[src/rtl/mem_fifo_packer.sv]
// Packs LANES consecutive WIDTH-bit items into one word.
// Each word leaves through a single valid/ready output register.
module mem_fifo_packer #(
   parameter  int WIDTH = 8,
   parameter  int LANES = 4,
   localparam int CW    = $clog2(LANES+1)
) (
   input  logic               clk,
   input  logic               rst_n,
   input  logic [WIDTH-1:0]   in,
   input  logic               wr,
   input  logic               flush,
   output logic               full,
   output logic [WIDTH*LANES-1:0] out_data,
   output logic [CW-1:0]      out_count,
   output logic               out_valid,
   input  logic               out_ready,
   output logic               overflow
);

   logic [WIDTH*LANES-1:0] acc;
   logic [WIDTH*LANES-1:0] merged;
   logic [CW-1:0]          acc_cnt;
   logic [CW-1:0]          eff_cnt;
   logic                   flush_pend;
   logic                   slot_free;
   logic                   accept;
   logic                   last;
   logic                   complete;
   logic                   flush_req;
   logic                   emit_part;
   logic                   load;

   assign last      = (acc_cnt == CW'(LANES-1));
   assign full      = out_valid && last;
   assign slot_free = !out_valid || out_ready;
   assign accept    = wr && !full;
   assign complete  = accept && last;
   assign eff_cnt   = acc_cnt + {{(CW-1){1'b0}}, accept};
   assign flush_req = flush || flush_pend;
   assign emit_part = !complete && flush_req &&
                      (eff_cnt != '0) && slot_free;
   assign load      = complete || emit_part;

   // Accumulator with the incoming item dropped into its lane.
   always_comb begin
      merged = acc;
      for (int i = 0; i < LANES; i++) begin
         if (accept && (acc_cnt == CW'(i)))
            merged[i*WIDTH +: WIDTH] = in;
      end
   end

   always_ff @(posedge clk or negedge rst_n) begin
      if (!rst_n) begin
         acc        <= '0;
         acc_cnt    <= '0;
         flush_pend <= 1'b0;
         out_data   <= '0;
         out_count  <= '0;
         out_valid  <= 1'b0;
         overflow   <= 1'b0;
      end else begin
         if (wr && full)
            overflow <= 1'b1;
         if (load) begin
            out_data   <= merged;
            out_count  <= eff_cnt;
            out_valid  <= 1'b1;
            acc        <= '0;
            acc_cnt    <= '0;
            flush_pend <= 1'b0;
         end else begin
            if (out_valid && out_ready)
               out_valid <= 1'b0;
            if (accept) begin
               acc     <= merged;
               acc_cnt <= eff_cnt;
            end
            // Slot busy: remember the flush until it drains.
            if (flush_req && (eff_cnt != '0))
               flush_pend <= 1'b1;
         end
      end
   end

endmodule

[config.mk]
export PLATFORM = sky130hd
export DESIGN_NAME = mem_fifo_packer
export DESIGN_NICKNAME = d
export VERILOG_FILES = /design/src/rtl/mem_fifo_packer.sv
export SDC_FILE = /design/constraint.sdc
export NUM_CORES = 1
export LEC_CHECK = 0
export CORE_MARGIN = 2
export CORE_UTILIZATION = 40
export CTS_CLUSTER_DIAMETER = 40
export DETAILED_ROUTE_END_ITERATION = 12
export DONT_BUFFER_PORTS = 1
export PLACE_DENSITY_LB_ADDON = 0.2
export SYNTH_ARGS = -nofsm -noshare
export SYNTH_HDL_FRONTEND = slang
export SYNTH_SLANG_ARGS = --single-unit
export TNS_END_PERCENT = 100
[constraint.sdc]
create_clock -name clk -period 4.59 [get_ports clk]
set_input_delay 1.377 -clock clk [delete_from_list [all_inputs] [get_ports clk]]
set_output_delay 1.377 -clock clk [all_outputs]
set_load 0.02 [all_outputs]
==> reports/metrics.csv <==
stage;metric;value;unit
status;status;finished clean;
global_route;initial antenna violation count;0;
place;port bufs;0;
floorplan;row count;31;
critical_path;CP bufs+invs;3;
place;post-detail-place hpwl;4030;µm
logic_synthesis;yosys warns;0;
logic_synthesis;FF+latch count, synth;73;
critical_path;Worst Setup EP;out_count[2];
critical_path;FF-to-FF Start;out_valid;
floorplan;CORE AREA;7210;µm²
power_and_ir_drop;overall power consumption;2350;µW
floorplan;# IOs;51;
cts;buffer depth of the longest clock path;2;
sta;fmax;310;MHz
cts;TritonCTS clock tree;done;
detailed_routing;via count;1909;
cts;clock latency on the worst-skew pair;340;ps
critical_path;crit end category;flip-flop;
sta;final-report hold violation count;0;
cts;TritonCTS buffer count;9;
global_route;GR Util All Layers;0.166;
power_and_ir_drop;leakage power;0.00142;µW
sta;slew margin rel.;0.410;
logic_synthesis;sequential share of the synthesized area;0.618;
cts;clock-pin slew on the worst setup and hold paths;70;ps
global_route;Overflow after GRT;0;
detailed_routing;Routed Antenna Nets;0;
power_and_ir_drop;power per standard cell area;715;nW/µm²
floorplan;die footprint;8090;µm²
critical_path;reg-to-reg slack, setup;1440;ps
sta;RSZ-0062 raised after global routing;no;
critical_path;Crit Path Max Fanout;30;
cts;clk sink count;73;
sta;Worst Tran Pin Value;881;ps
flow_run;max-cap viol count;0;
cts;postcts setup bufs;0;
critical_path;Startpoint Class;primary input;
critical_path;CP startpoint;wr;
critical_path;crit-path max cell delay;350;ps
layout;Layout Nets;271;
sta;Setup TNS;0;ps
place;routability cong.;0.706;
detailed_routing;TritonRoute pass-1 iters;4;
detailed_routing;DR WL/cell;18.0;µm
worst_hold_path;Hold Path Class;flip-flop to flip-flop;
critical_path;Critical Path Stages;10;
critical_path;Critical Path Slowest Stage Cell;buf_4;
logic_synthesis;mean post-synth cell area;11.5;µm²
critical_path;crit-path cells;o21ai_0 > inv_1 > ha_1 > ha_1 > nor2_1 > a211oi_4 > buf_4 > or2_1 > buf_4 > a21oi_1;
logic_synthesis;Post-Syn Instances;257;
detailed_routing;routed wire length;6470;µm
critical_path;Critical Path RT;4790;ps
layout;share of layout cells above drive strength 1;0.103;
logic_synthesis;Cell Area, Synth;2960;µm²
place;Post-Place Setup Slack;1010;ps
critical_path;delay-heaviest family, CP;buffers and inverters;
logic_synthesis;count of cell types in the netlist;29;
critical_path;reg2reg path depth;11;
global_route;number of global-route vias before repair;1957;
detailed_routing;vias per cell;5.30;
cts;cts hold-fix bufs;0;
critical_path;Worst Path Arrival;3430;ps
global_route;largest net degree at the start of global routing;74;
cts;root buffer cell;clkbuf_8;
floorplan;chip width;90.0;µm
sta;setup ws final;1370;ps
detailed_routing;drt drc;0;
layout;Layout area overhead;11.0;%
floorplan;Initial Utilization;0.410;
sta;final cycle utilization of the critical path;0.702;
logic_synthesis;syn nets;272;
layout;antenna diode count;0;
cts;PostCTS Resize Cnt;0;
global_route;first-pass GRT wire length;10600;µm
sta;hold slack final;485;ps
sta;Pins Over Slew Limit;0;
detailed_routing;initial DRC count;91;
sta;Setup Skew;7.54;ps
cts;H-tree depth;3;
floorplan;Chip Height;90.0;µm
critical_path;r2r endpoint;out_count[2];
sta;setup violators final;0;
sta;post-route minimum period;3220;ps
power_and_ir_drop;Max rail drop VDD;354;µV
critical_path;Crit Path Category;primary input to flip-flop;
## synthesized netlist by cell type
master | number | area (µm²)
clkbuf_1 | 9 | 33.8
o21a_1 | 1 | 7.51
buf_2 | 6 | 30.0
o21ai_0 | 1 | 5.00
or3_1 | 1 | 6.26
mux2i_1 | 32 | 320
or3b_2 | 1 | 8.76
nor3_2 | 2 | 20.0
buf_1 | 2 | 7.51
nand3_1 | 2 | 10.0
nor3_1 | 49 | 245
and2_1 | 8 | 50.1
mux2_2 | 2 | 22.5
buf_4 | 1 | 7.51
nand2_1 | 12 | 45.0
dfrtp_1 | 73 | 1830
o21bai_1 | 1 | 7.51
a21oi_1 | 28 | 140
xnor2_1 | 1 | 8.76
a22oi_1 | 2 | 15.0
inv_1 | 1 | 3.75
nor2b_1 | 1 | 6.26
ha_1 | 2 | 25.0
a211oi_2 | 1 | 12.5
o21ai_1 | 8 | 40.0
nand2b_1 | 1 | 6.26
nor2_1 | 6 | 22.5
or2_1 | 1 | 6.26
nor3b_1 | 2 | 15.0
## layout by cell type (no fill, tap or decap)
cell and n:
dfrtp_1 73, nor3_1 49, mux2i_1 32, a21oi_1 28, nand2_1 12, clkbuf_8 10, o21ai_1 8, and2_1 8
nor2_1 6, buf_4 6, nand3_1 2, nor3b_1 2, a22oi_1 2, mux2_2 2, ha_1 2, clkinv_2 2
bufinv_16 2, o21ai_0 1, inv_1 1, xnor2_1 1, nor2b_1 1, a211oi_4 1, nand2b_1 1, nor3_4 1
nor3_2 1, o21a_1 1, or2_1 1, or3_1 1, o21bai_1 1, or3b_2 1, clkbuf_1 1, clkinv_4 1
## cell type report
class,instances,area (µm²)
clock buffer,11,141
clock inverter,5,78.8
fill,701,3940
inverter,1,3.75
multi-input combinational,165,1060
sequential,73,1830
tap,99,124
timing repair buffer,6,45.0
## power by group
part           switching (µW)  internal [µW]  total (µW)
Combinational             352            253         605
Sequential                313            879        1190
Clock                     229            320         549
Total                     894           1450        2350
## sequential cells by signal, summed over array words and instances (netlist names)
signal	cells
acc	32
out_data	32
acc_cnt	3
out_count	3
flush_pend	1
out_valid	1
overflow	1
## per-layer routing
layer  up-vias  global-route usage  routed length, µm
met3         4              0.0780                456
met4         0              0.0359                 58
met5         -                   0                  0
li1        907                   -                  -
met1       939               0.231               3090
met2        59               0.240               2870
## cells by family after synthesis
group                    Yosys count  synth area share
adder cells (fa/ha/maj)            2           0.00847
XOR/XNOR                           1           0.00296
flip-flops                        73             0.618
multiplexers                      34             0.116
buffers and inverters             19            0.0279
AO/OA/AOI/OAI                     42            0.0771
AND/OR/NAND/NOR                   86             0.149
## metrics by stage
| step | instance area (µm²) | util | std cells |
|---|---|---|---|
| after global routing | 3280 | 0.455 | 360 |
| final | 3280 | 0.455 | 360 |
| after detailed placement | 3060 | 0.424 | 344 |
| after global placement | 3060 | 0.424 | 344 |
| after floorplan | 2960 | - | 257 |
| after CTS | 3280 | 0.455 | 360 |
## worst min-delay path by stage
stage | start | end | cells past startpoint
floorplan | acc[24] | acc[24] | 1
global placement | acc[28] | acc[28] | 1
detailed placement | acc[28] | acc[28] | 1
CTS | acc[31] | acc[31] | 1
global route | acc[30] | acc[30] | 1
finish | acc[27] | acc[27] | 1
Power figures use the tool's default switching activity.
